===== src/rtl/bf_fetch_ctrl.sv =====
// bf_fetch_ctrl -- Brainfuck instruction sequencer.
// Walks a registered-read program ROM, issues data ops (+ - > < . ,) to the
// cell/IO datapath over a valid/ready handshake, and resolves [ ] itself by
// scanning the ROM for the matching bracket.
// Optional feature macro: BF_CTRL_STATS_EN adds the 16-bit 'retired' counter
// (accepted ops plus executed brackets, saturating, frozen once halted).
module bf_fetch_ctrl #(
   parameter int ADDR_W  = 4,
   parameter int DEPTH_W = 8
) (
   input  logic              clk,
   input  logic              reset,
   output logic [ADDR_W-1:0] romAddr,
   input  logic [7:0]        romData,
   output logic              opValid,
   output logic [2:0]        opCode,
   input  logic              opReady,
   input  logic              cellZero,
   output logic              halted,
`ifdef BF_CTRL_STATS_EN
   output logic              error,
   output logic [15:0]       retired
`else
   output logic              error
`endif
);

   typedef enum logic [2:0] {
      S_FETCH,
      S_DECODE,
      S_ISSUE,
      S_SF_FETCH,
      S_SF_DECODE,
      S_SB_FETCH,
      S_SB_DECODE,
      S_HALT
   } state_t;

   localparam logic [ADDR_W-1:0]  PC_MAX    = '1;
   localparam logic [ADDR_W-1:0]  PC_ZERO   = '0;
   localparam logic [DEPTH_W-1:0] DEPTH_MAX = '1;
   localparam logic [DEPTH_W-1:0] DEPTH_ONE = DEPTH_W'(1);

   localparam logic [7:0] CH_INC   = 8'h2B;
   localparam logic [7:0] CH_DEC   = 8'h2D;
   localparam logic [7:0] CH_RIGHT = 8'h3E;
   localparam logic [7:0] CH_LEFT  = 8'h3C;
   localparam logic [7:0] CH_OUT   = 8'h2E;
   localparam logic [7:0] CH_IN    = 8'h2C;
   localparam logic [7:0] CH_OPEN  = 8'h5B;
   localparam logic [7:0] CH_CLOSE = 8'h5D;
   localparam logic [7:0] CH_END   = 8'h00;

   state_t             state_q, state_d;
   logic [ADDR_W-1:0]  pc_q, pc_d;
   logic [DEPTH_W-1:0] depth_q, depth_d;
   logic               opValid_q, opValid_d;
   logic [2:0]         opCode_q, opCode_d;
   logic               halted_q, halted_d;
   logic               error_q, error_d;
   logic               count_en;

   logic               pc_last;
   logic               pc_first;
   logic [ADDR_W-1:0]  pc_inc;
   logic [ADDR_W-1:0]  pc_dec;
   logic               is_op;
   logic [2:0]         op_code;

   assign romAddr = pc_q;
   assign opValid = opValid_q;
   assign opCode  = opCode_q;
   assign halted  = halted_q;
   assign error   = error_q;

   assign pc_last  = (pc_q == PC_MAX);
   assign pc_first = (pc_q == PC_ZERO);
   assign pc_inc   = pc_q + ADDR_W'(1);
   assign pc_dec   = pc_q - ADDR_W'(1);

   // Map a ROM byte onto a datapath opcode; is_op flags the six data commands.
   always_comb begin
      is_op   = 1'b1;
      op_code = 3'd0;
      case (romData)
         CH_INC:   op_code = 3'd0;
         CH_DEC:   op_code = 3'd1;
         CH_RIGHT: op_code = 3'd2;
         CH_LEFT:  op_code = 3'd3;
         CH_OUT:   op_code = 3'd4;
         CH_IN:    op_code = 3'd5;
         default:  is_op   = 1'b0;
      endcase
   end

   // Next-state logic: fetch/decode/issue sequencing and bracket scans.
   // Leaving the last address by pc+1 is a normal end; running off either
   // end of the ROM while hunting a bracket is a fault.
   always_comb begin
      state_d   = state_q;
      pc_d      = pc_q;
      depth_d   = depth_q;
      opValid_d = opValid_q;
      opCode_d  = opCode_q;
      halted_d  = halted_q;
      error_d   = error_q;
      count_en  = 1'b0;

      case (state_q)
         S_FETCH: state_d = S_DECODE;

         S_DECODE: begin
            if (romData == CH_END) begin
               state_d  = S_HALT;
               halted_d = 1'b1;
            end else if (is_op) begin
               opCode_d  = op_code;
               opValid_d = 1'b1;
               state_d   = S_ISSUE;
            end else if (romData == CH_OPEN) begin
               count_en = 1'b1;
               if (!cellZero) begin
                  if (pc_last) begin
                     state_d  = S_HALT;
                     halted_d = 1'b1;
                  end else begin
                     pc_d    = pc_inc;
                     state_d = S_FETCH;
                  end
               end else if (pc_last) begin
                  // Nothing left to scan: the '[' can never be matched.
                  state_d  = S_HALT;
                  halted_d = 1'b1;
                  error_d  = 1'b1;
               end else begin
                  depth_d = DEPTH_ONE;
                  pc_d    = pc_inc;
                  state_d = S_SF_FETCH;
               end
            end else if (romData == CH_CLOSE) begin
               count_en = 1'b1;
               if (cellZero) begin
                  if (pc_last) begin
                     state_d  = S_HALT;
                     halted_d = 1'b1;
                  end else begin
                     pc_d    = pc_inc;
                     state_d = S_FETCH;
                  end
               end else if (pc_first) begin
                  state_d  = S_HALT;
                  halted_d = 1'b1;
                  error_d  = 1'b1;
               end else begin
                  depth_d = DEPTH_ONE;
                  pc_d    = pc_dec;
                  state_d = S_SB_FETCH;
               end
            end else begin
               // Comment/NOP byte.
               if (pc_last) begin
                  state_d  = S_HALT;
                  halted_d = 1'b1;
               end else begin
                  pc_d    = pc_inc;
                  state_d = S_FETCH;
               end
            end
         end

         S_ISSUE: begin
            if (opReady) begin
               opValid_d = 1'b0;
               count_en  = 1'b1;
               if (pc_last) begin
                  state_d  = S_HALT;
                  halted_d = 1'b1;
               end else begin
                  pc_d    = pc_inc;
                  state_d = S_FETCH;
               end
            end
         end

         S_SF_FETCH: state_d = S_SF_DECODE;

         S_SF_DECODE: begin
            if (romData == CH_END) begin
               state_d  = S_HALT;
               halted_d = 1'b1;
               error_d  = 1'b1;
            end else if (romData == CH_CLOSE && depth_q == DEPTH_ONE) begin
               // Matched: resume just past the ']'.
               depth_d = '0;
               if (pc_last) begin
                  state_d  = S_HALT;
                  halted_d = 1'b1;
               end else begin
                  pc_d    = pc_inc;
                  state_d = S_FETCH;
               end
            end else if (romData == CH_OPEN && depth_q == DEPTH_MAX) begin
               state_d  = S_HALT;
               halted_d = 1'b1;
               error_d  = 1'b1;
            end else begin
               if (romData == CH_OPEN)  depth_d = depth_q + DEPTH_ONE;
               if (romData == CH_CLOSE) depth_d = depth_q - DEPTH_ONE;
               if (pc_last) begin
                  state_d  = S_HALT;
                  halted_d = 1'b1;
                  error_d  = 1'b1;
               end else begin
                  pc_d    = pc_inc;
                  state_d = S_SF_FETCH;
               end
            end
         end

         S_SB_FETCH: state_d = S_SB_DECODE;

         S_SB_DECODE: begin
            if (romData == CH_OPEN && depth_q == DEPTH_ONE) begin
               // Matched: resume at the first instruction of the loop body.
               depth_d = '0;
               if (pc_last) begin
                  state_d  = S_HALT;
                  halted_d = 1'b1;
               end else begin
                  pc_d    = pc_inc;
                  state_d = S_FETCH;
               end
            end else if (romData == CH_CLOSE && depth_q == DEPTH_MAX) begin
               state_d  = S_HALT;
               halted_d = 1'b1;
               error_d  = 1'b1;
            end else begin
               if (romData == CH_CLOSE) depth_d = depth_q + DEPTH_ONE;
               if (romData == CH_OPEN)  depth_d = depth_q - DEPTH_ONE;
               if (pc_first) begin
                  state_d  = S_HALT;
                  halted_d = 1'b1;
                  error_d  = 1'b1;
               end else begin
                  pc_d    = pc_dec;
                  state_d = S_SB_FETCH;
               end
            end
         end

         S_HALT: begin
            opValid_d = 1'b0;
            halted_d  = 1'b1;
         end

         default: state_d = S_HALT;
      endcase
   end

   // State register; reset abandons any pending op or scan immediately.
   always_ff @(posedge clk or posedge reset) begin
      if (reset) begin
         state_q   <= S_FETCH;
         pc_q      <= '0;
         depth_q   <= '0;
         opValid_q <= 1'b0;
         opCode_q  <= 3'd0;
         halted_q  <= 1'b0;
         error_q   <= 1'b0;
      end else begin
         state_q   <= state_d;
         pc_q      <= pc_d;
         depth_q   <= depth_d;
         opValid_q <= opValid_d;
         opCode_q  <= opCode_d;
         halted_q  <= halted_d;
         error_q   <= error_d;
      end
   end

`ifdef BF_CTRL_STATS_EN
   logic [15:0] retired_q, retired_d;

   assign retired = retired_q;

   // Saturating retire count; count_en never fires in HALT so it freezes there.
   always_comb begin
      retired_d = retired_q;
      if (count_en && retired_q != 16'hFFFF) retired_d = retired_q + 16'd1;
   end

   // Retire counter register.
   always_ff @(posedge clk or posedge reset) begin
      if (reset) retired_q <= '0;
      else       retired_q <= retired_d;
   end
`else
   logic unused_count_en;
   assign unused_count_en = count_en;
`endif

endmodule


===== config.mk =====
export PLATFORM = sky130hd
export DESIGN_NAME = bf_fetch_ctrl
export DESIGN_NICKNAME = d
export VERILOG_FILES = /design/src/rtl/bf_fetch_ctrl.sv
export SDC_FILE = /design/constraint.sdc
export NUM_CORES = 1
export LEC_CHECK = 0
export CORE_MARGIN = 2
export CORE_UTILIZATION = 30
export CTS_CLUSTER_SIZE = 12
export DETAILED_ROUTE_END_ITERATION = 10
export PLACE_DENSITY = 0.58
export SYNTH_ARGS = -nofsm -noshare
export SYNTH_HDL_FRONTEND = slang
export SYNTH_SLANG_ARGS = --single-unit

===== constraint.sdc =====
create_clock -name clk -period 2.8 [get_ports clk]
set_input_delay 0.56 -clock clk [delete_from_list [all_inputs] [get_ports clk]]
set_output_delay 0.56 -clock clk [all_outputs]
set_load 0.02 [all_outputs]

==> results of run 1 <==
## critical path: stages
cell	delay [ps]
clkdlybuf4s50_1	420
nand4b_1	350
or3_1	460
buf_4	160
a2111oi_1	460
buf_4	190
nor4_2	50
o21ai_0	80
and3_1	170
## cells in the mapped netlist, types with 2 or more instances
cell        n  area [um^2]
dfrtp_1    21          526
nand3_1     8         40.0
nand4b_1    4         35.0
nand2b_1    5         31.3
a221oi_1    2         17.5
nand2_1    26         97.6
a21oi_1    20          100
o41ai_1     2         17.5
xnor2_1     3         26.3
a21o_1      3         22.5
nor3_1     13         65.1
nor3b_1     2         15.0
clkbuf_1   13         48.8
buf_2       2         10.0
o22a_1      2         17.5
o211ai_1    3         22.5
a211oi_1    2         15.0
and3b_1     2         17.5
nor2b_1     4         25.0
nor4b_1     2         17.5
and3_1      8         50.1
o21ai_1     6         30.0
nor4_1      4         25.0
o31ai_1     5         37.5
a2bb2oi_1   2         17.5
or3_1       3         18.8
inv_1      18         67.6
and4_1      2         17.5
mux2i_1     5         50.1
o22ai_1     9         56.3
and2_1      2         12.5
a31oi_1     3         18.8
a32oi_1     3         26.3
ha_1        5         62.6
nor2_1     25         93.8
o21ai_0    19         95.1
## state kept, by name, summed over array words and instances (netlist names)
| name | flops |
|---|---|
| depth_q | 8 |
| romAddr | 4 |
| opCode | 3 |
| state_q | 3 |
| error | 1 |
| halted | 1 |
| opValid | 1 |
## logic make-up (layout without fill, tap and decap cells)
kind of cell / after synthesis / in the layout / synth area share, %
adders and majority gates: 6 / 6 / 3.90
and+or+nand+nor: 121 / 121 / 31.8
AOI/OAI and AO/OA: 92 / 92 / 28.1
DFF: 21 / 21 / 24.8
xor gates and xnor gates: 3 / 3 / 1.24
muxes: 7 / 7 / 3.43
buffers and inverters: 35 / 92 / 6.68
## power by group through the flow
stage / Combinational (mW) / Sequential [mW] / Clock [mW]
after floorplan: 0.765 / 0.502 / 0
after global placement: 1.20 / 0.484 / 0
after detailed placement: 1.21 / 0.484 / 0
after CTS: 1.21 / 0.478 / 0.224
after global routing: 1.37 / 0.492 / 0.238
final: 1.24 / 0.479 / 0.219
## layout by cell type (no fill, tap or decap), types with 3 or more instances in the layout
cell type,instances
clkbuf_8,3
nor4_1,3
nand2_1,26
dfrtp_1,21
xnor2_1,3
o21ai_0,18
a21o_1,3
and3_1,8
inv_1,18
nand3_1,8
nand4b_1,4
a31oi_1,3
o21ai_1,7
a32oi_1,3
o22ai_1,9
o211ai_1,3
o31ai_1,5
clkdlybuf4s50_1,21
a21oi_1,20
mux2i_1,5
nand2b_1,5
nor3_1,12
nor2b_1,4
buf_4,48
nor2_1,25
or3_1,3
ha_1,5
## area by class of cell
cell class | count | area, um^2 | area share (%)
clock buffers | 3 | 41.3 | 1.47
inverters | 18 | 67.6 | 2.40
multi-input cells | 229 | 1470 | 52.2
clock inverters | 1 | 7.51 | 0.267
flip-flops and latches | 21 | 526 | 18.7
repair buffers | 70 | 582 | 20.7
well taps | 96 | 120 | 4.27
## per-stage QoR
stage                     cells  power (mW)  util (%)
final                       438        1.93      41.4
after global routing        438        2.10      41.4
after CTS                   437        1.92      41.0
after detailed placement    433        1.69      40.2
after global placement      433        1.69      40.2
after floorplan             285        1.27         -
## repair_timing
action                                  CTS  global route
buffers inserted                          0             1
hold buffers                              0             0
resized for setup                         0             6
endpoints found under the setup margin    0             6
## worst max-delay path by stage
stage | start | to | slack [ps]
after floorplan | romData[0] | depth_q[5] | 210
after global placement | romData[0] | state_q[2] | -210
after detailed placement | romData[7] | state_q[2] | -270
after CTS | romData[7] | state_q[2] | 30
after global routing | depth_q[1] | depth_q[0] | 4
final | romData[1] | state_q[2] | 110
## layer usage
layer	share of wire [%]	wire length [um]
met1	47	3030
met5	0	0
met2	48	3120
met3	4.3	281
met4	0.60	39
==> metrics.cfg, run 1 <==
[status]
status=finished clean

[detailed_routing]
vias_per_cell=5.51
avgRoutedWirePerCell_um=14.8
drt-total-wl_mm=6.47
drc=0
firstDrtPassIters=5
drt_iter0_drc=149
detail-route-antenna-nets=0
dr_total_vias=2415

[pwr]
swShare_pct=47.4
p_sw_mw=0.917
clkPwrFrac_pct=11.3
sequentialPowerShare_pct=24.8
power_density_mw_per_mm2=688
max-vdd-ir-drop_uv=221
p_int_mw=1.02
comb_power_share_pct=63.9
p_leak_nw=1.18

[timing]
grt_setup_unrepaired=no
holdWs_ps=488
finalCriticalPeriod_ps=2690
finalHoldViolations=0
fin_skew_ps=2.69
finalSetupViolCount=0
setup_slack_ps=106
finalCritPeriodShare_pct=96.2
finalMaxSlewViolations=0
slew-limit-headroom_pct=72.4
timing.fmax_mhz=371
setup_tns_ps=0
worst_pin_slew_ps=408

[global_routing]
busiest_layer=met2
gr-usage-met1_pct=24.4
globalRouteTotalUtil_pct=17.9
gr-usage-met3_pct=3.30
grt_max_degree=22
grt_overflow=0
met2_usage_pct=29.9
antenna_found_initial=0
grt_pass1_wl_mm=11.1
grt_pass1_vias=2321

[floorplan]
start_util_pct=31.2
fp.dieH_um=88.0
coreArea_mm2=0.00679
rows=30
die-area_mm2=0.00774
die_w_um=88.0
pin_count=22

[critical_path]
worst_r2r_path_depth=8
critPathKind=input port to flip-flop
worstReg2RegEnd=depth_q[0]
crit_path_start_kind=input port
crit_path_end_kind=flip-flop
critical_path_required_ps=3010
path_max_fanout=5
r2r_start=depth_q[1]
r2r_slack_ps=150
critPathArrivalTime_ps=2900

[synthesis]
syn-num-nets=303
synth_edf_count=0
synth_top_flop_cell=dfrtp_1
netlist_instances=285
async_reset_ff_share_pct=100
synth.distinct_cells=63
yosysWarnings=0
synth-seq-area-share_pct=24.8
ys_ff_latch=21
syn-cell-area_mm2=0.00212
syn_avg_cell_area_um2=7.43

[clocking]
cts_buffers=3
clockBufferDepth=2
htreeDepth=1
cts_tree=done
cts-root-buf=clkbuf_8
clk_transition_reported_paths_ps=90
clk_latency_ps=270
cts_sinks=21

[place]
dpl_cell_area_mm2=0.00273
place_ws_ps=-272
io_buffers=21
gp_congestion=0.897
dp_hpwl_mm=4.95

[finish]
n_antenna_cell=0
drive_above_1_share_pct=18.1
fillCellCount=715
stdcell_area_mm2=0.00281
final_nets=361
area_growth_pct=32.8

[hold_path]
hold_path.class=flip-flop to flip-flop
holdCritStartpoint=opCode[2]
hold_end=opCode[2]
min_path_cells=2

[run]
drv_cap=0

Power figures use the tool's default switching activity.
==> inputs of run 2 (changes only) <==
CORE_UTILIZATION = 40   (was 30)
PLACE_DENSITY = 0.7   (was 0.58)
TNS_END_PERCENT = 30   (was not set)
==> metrics.cfg, run 2 (same netlist as run 1, synthesis figures left out) <==
[clocking]
cts_tree=done
cts_sinks=21  ; unchanged
cts-root-buf=clkbuf_8
cts_buffers=3  ; unchanged
clk_latency_ps=280  ; about the same
clockBufferDepth=2  ; unchanged
cts_hold_buf=0  ; unchanged
htreeDepth=1  ; unchanged
clk_transition_reported_paths_ps=80  ; about the same
cts_setup_buffers=0  ; unchanged
cts_resized=0  ; unchanged

[floorplan]
rows=26  ; -13%
coreArea_mm2=0.00511  ; -25%
start_util_pct=41.5  ; +10 points
pin_count=22  ; unchanged
fp.dieH_um=76.8  ; -13%
die_w_um=76.8  ; -13%
die-area_mm2=0.00589  ; -24%

[timing]
fin_skew_ps=1.98  ; -0.715 ps
worst_pin_slew_ps=621  ; +213 ps
finalCritPeriodShare_pct=96.1  ; about the same
slew-limit-headroom_pct=58.5  ; -14 points
finalSetupViolCount=0  ; unchanged
finalMaxSlewViolations=0  ; unchanged
holdWs_ps=491  ; +3.31 ps
setup_slack_ps=108  ; +1.77 ps
setup_tns_ps=0  ; unchanged
finalCriticalPeriod_ps=2690  ; -1.77 ps
finalHoldViolations=0  ; unchanged
grt_setup_unrepaired=no
timing.fmax_mhz=371  ; about the same

[global_routing]
globalRouteTotalUtil_pct=22.4  ; +4.5 points
grt_pass1_vias=2216  ; -4.5%
grt_overflow=0  ; unchanged
antenna_found_initial=0  ; unchanged
grt_max_degree=23  ; +4.5%
grt_pass1_wl_mm=10.8  ; -2.9%

[finish]
n_antenna_cell=0  ; unchanged
drive_above_1_share_pct=14.8  ; -3.3 points
top_register=depth_q
multi_input_area_mm2=0.00146  ; -0.85%
stdcell_area_mm2=0.00268  ; -4.8%
seq_area_um2=527  ; +0.24%
layout_commonest_cell=buf_4
fin_util_pct=52.4  ; +11 points
final_nets=350  ; -3.0%
area_growth_pct=26.5
fillCellCount=509  ; -29%
layout_common_cells=38 x buf_4, 26 x nand2_1, 25 x nor2_1
largest_register_ffs=8  ; unchanged

[place]
place_ws_ps=-148  ; +125 ps
dp_hpwl_mm=4.80  ; -3.1%
io_buffers=21  ; unchanged
dpl_cell_area_mm2=0.00263  ; -3.9%
gp_congestion=0.954  ; +6.3%

[pwr]
sequentialPowerShare_pct=23.7  ; -1.1 points
max-vdd-ir-drop_uv=373  ; +68%
swShare_pct=47.8  ; +0.42 points
clkPwrFrac_pct=11.2  ; about the same
p_int_mw=1.02  ; +0.14%
p_sw_mw=0.934  ; +1.8%
power_density_mw_per_mm2=729  ; +6.0%
comb_power_share_pct=65.1  ; +1.2 points
p_leak_nw=1.12  ; -5.0%

[detailed_routing]
dr_total_vias=2392  ; -0.95%
avgRoutedWirePerCell_um=15.9  ; +7.4%
drt-total-wl_mm=6.36  ; -1.7%
firstDrtPassIters=5  ; unchanged
vias_per_cell=5.97  ; +8.2%
drc=0  ; unchanged
detail-route-antenna-nets=0  ; unchanged
drt_iter0_drc=326  ; +120%

[critical_path]
crit_path_end_kind=flip-flop
path_max_fanout=4  ; -1
critPathMaxStageDelay_ps=590  ; +130 ps
crit_path_cell_trace=clkdlybuf4s50_1, or4b_1, a211oi_1, a2111oi_0, buf_4, nor4_1, o21ai_0, and3_1
crit_buf_inv=2  ; -1
critPathSlowestCell=or4b_1
crit_family=simple AND/OR/NAND/NOR gates
critPathKind=input port to flip-flop
critPathArrivalTime_ps=2870  ; -30 ps
crit_path_start_kind=input port
critical_path_required_ps=2970  ; -40 ps

[hold_path]
hold_path.class=flip-flop to flip-flop

[status]
status=finished clean

[run]
drv_cap=0  ; unchanged

-- run 2: area by class of cell --
cell class | count | share of cell area (%)
multi-input combinational | 229 | 54.3
clock buffer | 4 | 1.68
sequential | 21 | 19.7
tap | 70 | 3.27
timing repair buffer | 59 | 18.5
inverter | 18 | 2.52
-- run 2: metrics by stage --
stage,cells,total power [mW]
after global routing,401,2.11
after global placement,397,1.69
after floorplan,285,1.27
final,401,1.95
after CTS,401,1.93
after detailed placement,397,1.71
-- run 2: path summary, 6_finish.rpt --
check | start | to | slack, ps | depth (start not counted)
max in group asynchronous | reset | depth_q[0] | 1940 | 3
worst min register to register | opCode[1] | opCode[1] | 490 | 2
worst max register to register | depth_q[1] | depth_q[0] | 150 | 8
worst max-delay path | romData[4] | state_q[2] | 110 | 8
min in group asynchronous | reset | opCode[1] | 620 | 3
worst min-delay path | opCode[1] | opCode[1] | 490 | 2
-- run 2: worst reg2reg max path, stage by stage, from the launching register on --
cell and delay [ps]:
dfrtp_1 380, inv_1 70, ha_1 180, or4b_4 500, nor4_4 300, a211oi_2 70
or4_1 530, buf_4 190, mux2_1 310
-- run 2: power by group through the flow --
stage	sequential [mW]	combinational (mW)	clock, mW
2_1_floorplan	0.502	0.765	0
3_3_place_gp	0.464	1.23	0
3_5_place_dp	0.468	1.24	0
4_1_cts	0.463	1.25	0.223
5_1_grt	0.479	1.39	0.234
6_report	0.463	1.27	0.219
-- run 2: per-layer routing --
metal	part of all wire [%]	track usage, %	up-vias
li1	-	-	1170
met1	47	31.9	1109
met2	45	35.1	103
met3	6.1	2.47	10
met4	1.6	7.45	0
met5	0	0	-
==> inputs of run 3 (changes only) <==
CTS_BUF_LIST = sky130_fd_sc_hd__clkbuf_8 sky130_fd_sc_hd__clkbuf_16   (was not set)
==> metrics.cfg, run 3 (same netlist as run 1, synthesis figures left out) <==
[place]
dpl_cell_area_mm2=0.00263  ; unchanged
dp_cells=397  ; unchanged
io_buffers=21  ; unchanged
gp_congestion=0.954  ; unchanged
dp_hpwl_mm=4.80  ; unchanged

[clocking]
clk_latency_ps=280  ; about the same
cts_setup_buffers=0  ; unchanged
clockBufferDepth=2  ; unchanged
cts_tree=done
cts_sinks=21  ; unchanged
cts-root-buf=clkbuf_8
cts_resized=0  ; unchanged
clk_transition_reported_paths_ps=80  ; about the same
htreeDepth=1  ; unchanged
cts_buffers=3  ; unchanged
cts_hold_buf=0  ; unchanged

[floorplan]
die_w_um=76.8  ; unchanged
coreArea_mm2=0.00511  ; unchanged
rows=26  ; unchanged
fp.dieH_um=76.8  ; unchanged
pin_count=22  ; unchanged
start_util_pct=41.5  ; unchanged
die-area_mm2=0.00589  ; unchanged

[timing]
finalSetupViolCount=0  ; unchanged
timing.fmax_mhz=371  ; about the same
worst_pin_slew_ps=621  ; unchanged
grt_setup_unrepaired=no
slew-limit-headroom_pct=58.5  ; unchanged
finalCritPeriodShare_pct=96.1  ; about the same
fin_skew_ps=3.55  ; +1.57 ps
finalHoldViolations=0  ; unchanged
finalMaxSlewViolations=0  ; unchanged
finalCriticalPeriod_ps=2690  ; +0.152 ps

[critical_path]
critPathKind=input port to flip-flop
r2r_slack_ps=150  ; about the same
crit_path_cell_trace=clkdlybuf4s50_1, or4b_1, a211oi_1, a2111oi_0, buf_4, nor4_1, o21ai_0, and3_1
worst_r2r_path_depth=8  ; unchanged
path_max_fanout=4  ; unchanged
critPathMaxStageDelay_ps=590  ; about the same
critPathArrivalTime_ps=2870  ; about the same
r2r_start=depth_q[1]
crit_buf_inv=2  ; unchanged
critPathSlowestCell=or4b_1
worstReg2RegEnd=depth_q[0]
crit_path_end_kind=flip-flop
critical_path_required_ps=2970  ; about the same
crit_family=simple AND/OR/NAND/NOR gates
crit_path_start_kind=input port

[global_routing]
globalRouteTotalUtil_pct=22.4  ; unchanged
antenna_found_initial=0  ; unchanged
grt_pass1_wl_mm=10.8  ; unchanged
grt_overflow=0  ; unchanged
grt_max_degree=23  ; unchanged
grt_pass1_vias=2216  ; unchanged

[detailed_routing]
drc=0  ; unchanged
drt_iter0_drc=325  ; -0.31%
dr_total_vias=2389  ; -0.13%
vias_per_cell=5.96  ; -0.13%
avgRoutedWirePerCell_um=15.8  ; about the same
drt-total-wl_mm=6.36  ; about the same
detail-route-antenna-nets=0  ; unchanged
firstDrtPassIters=5  ; unchanged

[status]
status=finished clean

[finish]
layout_common_cells=38 x buf_4, 26 x nand2_1, 25 x nor2_1
layout_commonest_cell=buf_4
fillCellCount=509  ; unchanged
n_antenna_cell=0  ; unchanged
final_nets=350  ; unchanged
stdcell_area_mm2=0.00268  ; unchanged
stdcell_count=401  ; unchanged
area_growth_pct=26.5  ; unchanged
fin_util_pct=52.4  ; unchanged
top_register=depth_q
largest_register_ffs=8  ; unchanged
drive_above_1_share_pct=14.8  ; unchanged

[pwr]
p_leak_nw=1.12  ; +0.37%
power_density_mw_per_mm2=727  ; -0.30%
p_total_mw=1.95  ; -0.30%
max-vdd-ir-drop_uv=373  ; about the same

[hold_path]
hold_path.class=flip-flop to flip-flop
holdCritStartpoint=opCode[1]
min_path_cells=2  ; unchanged
hold_end=opCode[1]

[run]
drv_cap=0  ; unchanged

[run 3: final cells by class]
cell class	count	area (um^2)	share of cell area [%]
flip-flops and latches	21	527	19.7
inverters	18	67.6	2.52
clock buffers	3	41.3	1.54
clock inverters	1	3.75	0.140
well taps	70	87.6	3.27
multi-input cells	229	1460	54.3
repair buffers	59	495	18.5
[run 3: metal layers]
layer	track usage, %	routed length, um	up-vias
li1	-	-	1170
met1	31.9	2990	1106
met2	35.1	2870	103
met3	2.47	390	10
met4	7.45	104	0
met5	0	0	-
[run 3: metrics by stage]
stage                     worst slack [ps]  hold slack, ps  setup TNS (ps)
after floorplan                        209             513               0
after global placement               -98.2             469            -154
after detailed placement              -148             475            -768
after CTS                              117             495               0
after global routing                  15.0             540               0
final                                  108             491               0
[run 3: worst reg2reg max path: stages, from the launching register on]
cell and delay, ps:
dfrtp_1 380, inv_1 70, ha_1 180, or4b_4 500, nor4_4 300, a211oi_2 70
or4_1 530, buf_4 190, mux2_1 310
[run 3: report_power, final]
group,internal [mW],switching [mW]
clock,0.0985,0.115
sequential,0.374,0.0887
combinational,0.542,0.728
total,1.01,0.932
[run 3: worst max-delay path by stage]
| stage | from | to | slack, ps | cells past startpoint |
|---|---|---|---|---|
| after detailed placement | romData[4] | state_q[2] | -150 | 8 |
| after global placement | romData[5] | state_q[2] | -100 | 8 |
| after floorplan | romData[0] | depth_q[5] | 210 | 9 |
| after CTS | depth_q[0] | depth_q[0] | 120 | 7 |
| after global routing | romData[4] | state_q[2] | 20 | 8 |
| final | romData[4] | state_q[2] | 110 | 8 |
